==> src/rtl/if_fetch_stage_if.sv <==
// rtl/if_fetch_stage_if.sv - fetch-stage control and IF/ID payload bundle
interface if_fetch_stage_if;
  logic        stall_i;
  logic        redirect_i;
  logic [15:0] redirect_pc_i;
  logic [15:0] instr_o;
  logic [15:0] pc_o;
  logic [15:0] pc_next_o;
  logic        valid_o;
  logic        halted_o;

  // Fetch stage side: takes control, drives the IF/ID payload.
  modport master (
    input  stall_i, redirect_i, redirect_pc_i,
    output instr_o, pc_o, pc_next_o, valid_o, halted_o
  );

  // Pipeline side: drives control, consumes the IF/ID payload.
  modport slave (
    output stall_i, redirect_i, redirect_pc_i,
    input  instr_o, pc_o, pc_next_o, valid_o, halted_o
  );
endinterface

==> src/rtl/if_fetch_stage.sv <==
// rtl/if_fetch_stage.sv - instruction fetch stage with ROM, stall/redirect and halt FSM (optional FETCH_CNT_EN fetch counter)
module if_fetch_stage #(
  parameter logic [15:0]              RESET_PC    = 16'h0000,
  parameter int                       IMEM_DEPTH  = 256,
  parameter                           IMEM_FILE   = "imem.hex",
  parameter logic [16*IMEM_DEPTH-1:0] IMEM_INIT   = '0,
  parameter logic [15:0]              HALT_OPCODE = 16'hFFFF
) (
  input  logic                C,
  input  logic                R,
  if_fetch_stage_if.master    bus
`ifdef FETCH_CNT_EN
  ,
  output logic [15:0]         fetch_cnt_o
`endif
);

  // IMEM_FILE names the hex image that the memory-init flow turns into
  // IMEM_INIT; only the name travels with the block.
  localparam int unused_imem_file_bits = $bits(IMEM_FILE);

  localparam int AW = (IMEM_DEPTH > 1) ? $clog2(IMEM_DEPTH) : 1;

  typedef enum logic [1:0] {
    S_BOOT = 2'd0,
    S_RUN  = 2'd1,
    S_HALT = 2'd2
  } state_t;

  state_t      state_q, state_d;
  logic [15:0] pc_q, pc_d;
  logic [15:0] instr_q, instr_d;
  logic [15:0] pc_o_q, pc_o_d;
  logic [15:0] pc_next_q, pc_next_d;
  logic        valid_q, valid_d;
  logic        halted_q, halted_d;

  logic [15:0] imem [IMEM_DEPTH];
  logic [14:0] word_idx;
  logic        in_range;
  logic [15:0] rom_word;
  logic [15:0] pc_plus2;
  logic [15:0] redirect_tgt;

  // ROM contents are fixed at elaboration.
  for (genvar i = 0; i < IMEM_DEPTH; i++) begin : g_imem
    assign imem[i] = IMEM_INIT[16*i +: 16];
  end

  assign word_idx     = pc_q[15:1];
  assign in_range     = ({17'd0, word_idx} < 32'(IMEM_DEPTH));
  // Addresses past the ROM read as NOP so no X ever reaches IF/ID.
  assign rom_word     = in_range ? imem[word_idx[AW-1:0]] : 16'h0000;
  assign pc_plus2     = pc_q + 16'd2;
  assign redirect_tgt = bus.redirect_pc_i & 16'hFFFE;

  // State register.
  always_ff @(posedge C or negedge R) begin
    if (!R) begin
      state_q <= S_BOOT;
    end else begin
      state_q <= state_d;
    end
  end

  // Next state and next register values; redirect beats stall beats fetch.
  always_comb begin
    state_d   = state_q;
    pc_d      = pc_q;
    instr_d   = instr_q;
    pc_o_d    = pc_o_q;
    pc_next_d = pc_next_q;
    valid_d   = valid_q;
    halted_d  = halted_q;
    case (state_q)
      S_BOOT: begin
        state_d = S_RUN;
        valid_d = 1'b0;
        if (bus.redirect_i) begin
          pc_d = redirect_tgt;
        end
      end
      S_RUN: begin
        if (bus.redirect_i) begin
          pc_d    = redirect_tgt;
          valid_d = 1'b0;
        end else if (!bus.stall_i) begin
          instr_d   = rom_word;
          pc_o_d    = pc_q;
          pc_next_d = pc_plus2;
          valid_d   = 1'b1;
          pc_d      = pc_plus2;
          if (rom_word == HALT_OPCODE) begin
            state_d = S_HALT;
          end
        end
      end
      S_HALT: begin
        valid_d = 1'b0;
        if (bus.redirect_i) begin
          state_d  = S_RUN;
          pc_d     = redirect_tgt;
          halted_d = 1'b0;
        end else begin
          halted_d = 1'b1;
        end
      end
      default: begin
        state_d = S_BOOT;
      end
    endcase
  end

  // PC and IF/ID payload registers.
  always_ff @(posedge C or negedge R) begin
    if (!R) begin
      pc_q      <= RESET_PC;
      instr_q   <= 16'h0000;
      pc_o_q    <= 16'h0000;
      pc_next_q <= 16'h0002;
      valid_q   <= 1'b0;
      halted_q  <= 1'b0;
    end else begin
      pc_q      <= pc_d;
      instr_q   <= instr_d;
      pc_o_q    <= pc_o_d;
      pc_next_q <= pc_next_d;
      valid_q   <= valid_d;
      halted_q  <= halted_d;
    end
  end

  assign bus.instr_o   = instr_q;
  assign bus.pc_o      = pc_o_q;
  assign bus.pc_next_o = pc_next_q;
  assign bus.valid_o   = valid_q;
  assign bus.halted_o  = halted_q;

`ifdef FETCH_CNT_EN
  logic [15:0] fetch_cnt_q;
  logic        cnt_en;

  // Same condition that loads valid_o with 1 in the next-state logic.
  assign cnt_en = (state_q == S_RUN) && !bus.redirect_i && !bus.stall_i;

  // Saturating count of real fetches.
  always_ff @(posedge C or negedge R) begin
    if (!R) begin
      fetch_cnt_q <= 16'h0000;
    end else if (cnt_en && (fetch_cnt_q != 16'hFFFF)) begin
      fetch_cnt_q <= fetch_cnt_q + 16'd1;
    end
  end

  assign fetch_cnt_o = fetch_cnt_q;
`endif

endmodule
==> src/flat_wrapper.sv <==
// flat-port wrapper written by rule: the top's interface ports become plain ports
module if_fetch_stage_flat 
#(
  parameter logic [15:0]              RESET_PC    = 16'h0000,
  parameter int                       IMEM_DEPTH  = 256,
  parameter                           IMEM_FILE   = "        ",
  parameter logic [16*IMEM_DEPTH-1:0] IMEM_INIT   = '0,
  parameter logic [15:0]              HALT_OPCODE = 16'hFFFF
)
  (C, R, bus_stall_i, bus_redirect_i, bus_redirect_pc_i, bus_instr_o, bus_pc_o, bus_pc_next_o, bus_valid_o, bus_halted_o);
  if_fetch_stage_if bus_i ();
  input  logic C;
  input  logic R;
  input wire logic [$bits(bus_i.stall_i)-1:0] bus_stall_i;
  input wire logic [$bits(bus_i.redirect_i)-1:0] bus_redirect_i;
  input wire logic [$bits(bus_i.redirect_pc_i)-1:0] bus_redirect_pc_i;
  output wire logic [$bits(bus_i.instr_o)-1:0] bus_instr_o;
  output wire logic [$bits(bus_i.pc_o)-1:0] bus_pc_o;
  output wire logic [$bits(bus_i.pc_next_o)-1:0] bus_pc_next_o;
  output wire logic [$bits(bus_i.valid_o)-1:0] bus_valid_o;
  output wire logic [$bits(bus_i.halted_o)-1:0] bus_halted_o;
  assign bus_i.stall_i = bus_stall_i;
  assign bus_i.redirect_i = bus_redirect_i;
  assign bus_i.redirect_pc_i = bus_redirect_pc_i;
  assign bus_instr_o = bus_i.instr_o;
  assign bus_pc_o = bus_i.pc_o;
  assign bus_pc_next_o = bus_i.pc_next_o;
  assign bus_valid_o = bus_i.valid_o;
  assign bus_halted_o = bus_i.halted_o;
  if_fetch_stage #(.RESET_PC(RESET_PC), .IMEM_DEPTH(IMEM_DEPTH), .IMEM_FILE(IMEM_FILE), .IMEM_INIT(IMEM_INIT), .HALT_OPCODE(HALT_OPCODE)) u_core (.C(C), .R(R), .bus(bus_i));
endmodule
==> config.mk <==
export PLATFORM = sky130hd
export DESIGN_NAME = if_fetch_stage_flat
export DESIGN_NICKNAME = d
export VERILOG_FILES = /design/src/rtl/if_fetch_stage_if.sv /design/src/rtl/if_fetch_stage.sv /design/src/flat_wrapper.sv
export SDC_FILE = /design/constraint.sdc
export NUM_CORES = 1
export LEC_CHECK = 0
export ABC_AREA = 1
export ABC_CLOCK_PERIOD_IN_PS = 1400
export BUFFER_PORTS_ARGS = -buffer_cell sky130_fd_sc_hd__buf_2
export CAP_MARGIN = 20
export CORE_ASPECT_RATIO = 1.2
export CORE_MARGIN = 1.5
export CORE_UTILIZATION = 40
export DETAILED_ROUTE_END_ITERATION = 16
export GPL_TIMING_DRIVEN = 0
export MAX_ROUTING_LAYER = met4
export PLACE_DENSITY = 0.65
export SKIP_CTS_REPAIR_TIMING = 1
export SLEW_MARGIN = 20
export SYNTH_ARGS = -nofsm -noshare
export SYNTH_HDL_FRONTEND = slang
export SYNTH_SLANG_ARGS = --single-unit
==> constraint.sdc <==
create_clock -name C -period 1.4 [get_ports C]
set_input_delay 0.14 -clock C [delete_from_list [all_inputs] [get_ports C]]
set_output_delay 0.14 -clock C [all_outputs]
set_load 0.02 [all_outputs]
==> impl_metrics.yaml, run 1 <==
logic_synthesis:
  netlist_top_cells_area: "dfrtp_1 47%, nand2_1 16%, buf_4 5.3%"
  synth_top_cell_by_area: "dfrtp_1"
  synth_cell_types: 27
  ys_seq_area_share_pct: 47.95
  ys_ff_latch: 49
  postSynthCellCount: 318
  async_flop_share_pct: 100.0
  netlist_area_mm2: 0.002560
  synth-edff-count: 0
  synth_top_area_share_pct: 46.92
  ys.flop_type: "dfrtp_1"
  synth_area_per_cell_um2: 8.050
  ys_warn_count: 0
die:
  fp.dieArea_mm2: 0.006891
  pin_count: 70
  row_count: 31
  initial_core_util_pct: 41.77
  core_mm2: 0.006128
  dieWidth_um: 76.03
  fp.dieH_um: 90.64
final_layout:
  design_area_mm2: 0.003178
  fillers: 633
  syn_to_final_growth_pct: 24.14
  drive_above_1_share_pct: 31.00
  finalNetCount: 420
  fin_cells: 482
  antennaDiodeCount: 0
worst_setup_path:
  critPathLaunchType: "flop"
  critPathCaptureType: "flop"
  startpoint: "u_core.pc_q[2]"
  crit_required_ps: 1590
  setup.worst_path.class: "reg2reg"
  r2r-start: "u_core.pc_q[2]"
  critPathMaxFanout: 5
  crit_arrival_ps: 1530
pwr:
  swShare_pct: 35.35
  internal-power_mw: 2.482
  clkPwrFrac_pct: 24.3
  power.density_mw_per_mm2: 1208
  ir_drop_mv: 0.4673
  p_sw_mw: 1.357
  p_leak_nw: 1.679
  pwr-share-comb_pct: 28.8
  sequentialPowerShare_pct: 46.9
min_path:
  hp-class: "in2reg"
  hp-start: "bus_redirect_pc_i[1]"
sta:
  hold_viol: 0
  finalMaxSlewViolations: 0
  relSlewSlack_pct: 59.00
  fin_crit_sh_pct: 95.64
  period_minus_slack_ps: 1339
  rsz0062_at_grt: "true"
  setup_viol: 0
  fmax_ghz: 0.7468
  finalWorstSetupSlack_ps: 61.04
  fin_skew_ps: 6.475
  worstMarginPinSlew_ps: 614.9
routing:
  post_drt_wl_per_cell_um: 12.55
  drtIter0Drc: 79
  ant_nets: 0
  drc_errors: 0
  firstDrtPassIters: 4
  vias: 2173
  via_per_inst: 4.508
  routed_wl_mm: 6.050
run:
  drv_cap: 0
clock_network:
  cts_root_buf: "clkbuf_8"
  cts_sinks: 49
  cts.reportedPaths.clkPinSlew_ps: 90
  clock_latency_ps: 310
  cts_tree: "built"
  htreeDepth: 2
  ctsLongestPathBuffers: 2
  cts_made_buffers: 5
placed_design:
  dp_hpwl_mm: 4.432
  place_area_mm2: 0.002977
  portBuffers: 50
  post-place-ws_ps: -57.26
  place.gp.congestion: 0.8469
  dp_cells: 467
grt:
  grt_pass1_vias: 2146
  grt_max_degree: 50
  grt_first_pass_wirelength_mm: 10.07
  grt-ovfl-total: 0
  antenna_found_initial: 0
  track_usage_pct: 19.03
outcome:
  status: "finished clean"
## stage by stage
step / power (mW) / utilization [%] / setup TNS, ps / hold slack (ps)
final: 3.839 / 51.86 / 0 / 151.7
after CTS: 3.799 / 50.22 / -356.7 / 64.49
after detailed placement: 2.878 / 48.57 / -254.4 / 409.0
after global routing: 4.055 / 51.86 / -27.18 / 208.8
after floorplan: 2.527 / - / 0 / -155.6
after global placement: 2.852 / 48.57 / -28.48 / 402.1
## cells in the mapped netlist (all sizes together) (2+ instances only)
cell type	count
nand2	111
inv	21
dfrtp	48
o21ai	39
nor2	41
a31oi	2
nand4	4
nand3	15
xor2	5
buf	26
## routing by layer
layer / GRT usage (%) / share of wire [%]
met5: - / 0
met2: 34.08 / 51
met1: 21.83 / 43
met3: 2.929 / 3.8
met4: 6.019 / 1.8
## state kept, by name (all words and copies together) (netlist names)
register / cells
u_core.bus.pc_o: 15
u_core.state_q: 2
u_core.bus.pc_next_o: 15
u_core.bus.valid_o: 1
u_core.pc_q: 15
u_core.bus.halted_o: 1
## critical path: stages (launching register included)
cell,delay (ps)
dfrtp_2,440
ha_4,170
nand2_4,60
nor2_4,200
nand3_2,100
nand2_2,80
nand2_1,50
nand2_1,60
o21ai_1,60
## cell families after synthesis
group	count (synthesis)	synth area share [%]
other	1	0.1465
AO/OA/AOI/OAI	42	9.042
XOR/XNOR	5	2.297
adder cells (fa/ha/maj)	1	0.4887
AND/OR/NAND/NOR	171	28.35
buffers and inverters	49	11.73
flip-flops	49	47.95
## placed cells by master (no fill, tap or decap), types with 6 or more instances in the layout
master	Yosys	routed
buf_4	18	25
buf_6	6	6
o21ai_0	10	10
buf_2	2	51
o21ai_1	26	26
dfrtp_1	48	44
nand2_1	106	104
nand3_1	14	12
clkbuf_8	0	7
inv_1	17	17
nor2_1	36	34
conb_1	1	18
## cell type report
cell class	instances	area [um^2]	share of cell area, %
Clock inverter	1	5.005	0.1575
Multi-Input combinational cell	237	1134	35.67
Buffer	27	216.5	6.811
Timing Repair Buffer	57	307.8	9.685
Clock buffer	7	96.34	3.031
Sequential cell	49	1232	38.78
Inverter	22	83.83	2.638
Tap cell	82	102.6	3.228
## path summary, 6_finish.rpt
path | end | slack, ps | depth (start not counted)
max in group asynchronous | u_core.pc_q[2] | 560 | 2
worst max register to register | u_core.pc_q[9] | 60 | 8
min in group asynchronous | u_core.bus.halted_o | 390 | 2
worst min register to register | u_core.bus.pc_next_o[1] | 480 | 2
worst min-delay path | u_core.pc_q[1] | 150 | 5
worst max-delay path | u_core.pc_q[9] | 60 | 8
## power by group through the flow
stage	Clock (mW)	Sequential (mW)	Combinational, mW
floorplan	0	2.00	0.530
global placement	0	1.81	1.04
detailed placement	0	1.82	1.06
CTS	0.941	1.79	1.07
global route	0.989	1.84	1.23
finish	0.933	1.80	1.11
Note: power is estimated with default switching activity, not from simulation.
==> inputs of run 2 (changes only) <==
--- a/config.mk
+++ b/config.mk
@@ -14,7 +14,6 @@
 export CORE_UTILIZATION = 40
 export DETAILED_ROUTE_END_ITERATION = 16
 export GPL_TIMING_DRIVEN = 0
-export MAX_ROUTING_LAYER = met4
 export PLACE_DENSITY = 0.65
 export SKIP_CTS_REPAIR_TIMING = 1
 export SLEW_MARGIN = 20
==> run 2 against run 1 <==
  * Utilization up 0.12 points
  * First-iteration DRC count up 32%
  * Die area unchanged
  * Sequential share of layout area down 0.091 points
  * Highest routed layer unchanged
  * Via count up 0.23%
  * Worst hold slack worse by 2.4 ps
  * Sequential power about the same
  * Wire length down 0.15%
  * Non-clock buffer count up 1
  * Largest cell class unchanged
==> impl_metrics.yaml, run 2 (synthesized netlist as in run 1, its figures left out) <==
sta:
  fin_crit_sh_pct: 96.06
  period_minus_slack_ps: 1345
  fmax_ghz: 0.7436
  finalMaxSlewViolations: 0
  finalWorstSetupSlack_ps: 55.19
  rsz0062_at_grt: "true"
  hold_viol: 0
  fin_skew_ps: 8.719
  worstMarginPinSlew_ps: 616.6
  relSlewSlack_pct: 58.89
  setup_viol: 0
min_path:
  hp-start: "bus_redirect_pc_i[1]"
  hold_depth: 5
  hp-class: "in2reg"
grt:
  track_usage_pct: 18.48
  grt-ovfl-total: 0
  grt_max_degree: 50
  grt_first_pass_wirelength_mm: 10.06
  antenna_found_initial: 0
  grt_pass1_vias: 2149
worst_setup_path:
  cpPeakStageDelay_ps: 440
  r2r-start: "u_core.pc_q[2]"
  crit_top_cell: "nand2_1"
  r2r_setup_slack_ps: 60
  r2r_end: "u_core.pc_q[9]"
  critPathCaptureType: "flop"
  startpoint: "u_core.pc_q[2]"
  setup.worst_path.class: "reg2reg"
  critPathMaxFanout: 5
  crit_arrival_ps: 1540
  cp_slowest_cell: "dfrtp_2"
  crit_required_ps: 1590
  path_cells: "ha_4, nand2_4, nor2_4, nand3_2, nand2_2, nand2_1, nand2_1, o21ai_1"
  r2r_cells: 8
  crit_end: "u_core.pc_q[9]"
  critPathLaunchType: "flop"
clock_network:
  cts_tree: "built"
  ctsLongestPathBuffers: 2
  cts_root_buf: "clkbuf_8"
  cts_made_buffers: 5
  clock_latency_ps: 310
  cts_sinks: 49
  cts.reportedPaths.clkPinSlew_ps: 90
  htreeDepth: 2
routing:
  vias: 2178
  routed_wl_mm: 6.041
  via_per_inst: 4.509
  firstDrtPassIters: 4
  drc_errors: 0
  post_drt_wl_per_cell_um: 12.51
  drtIter0Drc: 104
  ant_nets: 0
die:
  pin_count: 70
  initial_core_util_pct: 41.77
  dieWidth_um: 76.03
  fp.dieArea_mm2: 0.006891
  core_mm2: 0.006128
  fp.dieH_um: 90.64
  row_count: 31
pwr:
  sequentialPowerShare_pct: 46.9
  pwr-share-comb_pct: 28.9
  clkPwrFrac_pct: 24.2
  power.density_mw_per_mm2: 1205
  p_leak_nw: 1.684
  internal-power_mw: 2.484
  p_total_mw: 3.838
  ir_drop_mv: 0.4622
  swShare_pct: 35.29
  p_sw_mw: 1.354
placed_design:
  dp_cells: 467
  place.gp.congestion: 0.8341
  portBuffers: 50
  dp_hpwl_mm: 4.432
  post-place-ws_ps: -57.26
outcome:
  status: "finished clean"
final_layout:
  fin_cells: 483
  antennaDiodeCount: 0
  final_cell_mix: "104 x nand2_1, 51 x buf_2, 44 x dfrtp_1"
  drive_above_1_share_pct: 31.17
  final_common_cell: "nand2_1"
  syn_to_final_growth_pct: 24.44
  finalNetCount: 421
run:
  drv_cap: 0
## run 2: worst min path at each step
| stage | endpoint | slack (ps) |
|---|---|---|
| 6_report | u_core.pc_q[1] | 150 |
| 3_5_place_dp | u_core.bus.valid_o | 410 |
| 4_1_cts | u_core.bus.halted_o | 60 |
| 2_1_floorplan | u_core.bus.halted_o | -160 |
| 5_1_grt | u_core.pc_q[15] | 200 |
| 3_3_place_gp | u_core.bus.valid_o | 400 |
## run 2: worst max-delay path: cells and delay by family, from the launching register on
kind | cells | cell delay (ps)
adders and majority gates | 1 | 170
and+or+nand+nor | 6 | 550
AOI/OAI and AO/OA | 1 | 60
DFF | 1 | 440
## run 2: cell type report
| class | instances | area, um^2 |
|---|---|---|
| Buffer | 27 | 216.5 |
| Clock buffer | 7 | 96.34 |
| Clock inverter | 1 | 5.005 |
| Fill cell | 629 | 2943 |
| Inverter | 22 | 83.83 |
| Multi-Input combinational cell | 237 | 1134 |
| Sequential cell | 49 | 1232 |
| Tap cell | 82 | 102.6 |
| Timing Repair Buffer | 58 | 315.3 |
## run 2: power groups by stage
stage	sequential (mW)	combinational (mW)	clock (mW)
global placement	1.81	1.04	0
CTS	1.79	1.07	0.941
global route	1.84	1.23	0.986
finish	1.80	1.11	0.929
floorplan	2.00	0.530	0
detailed placement	1.82	1.06	0
## run 2: through the flow
step | hold slack (ps) | instance area [um^2] | TNS (ps) | util (%)
after floorplan | -155.6 | 2624 | 0 | -
after global placement | 402.1 | 2977 | -28.48 | 48.57
after detailed placement | 409.0 | 2977 | -254.4 | 48.57
after CTS | 64.49 | 3078 | -356.7 | 50.22
after global routing | 195.5 | 3186 | -29.29 | 51.98
final | 149.4 | 3186 | 0 | 51.98
## run 2: layer usage
layer	vias to the layer above	wire [um]	track usage [%]
met2	57	3146	34.01
met1	984	2627	21.76
li1	1133	-	-
met5	-	0	0
met3	4	201	3.030
met4	0	65	6.019
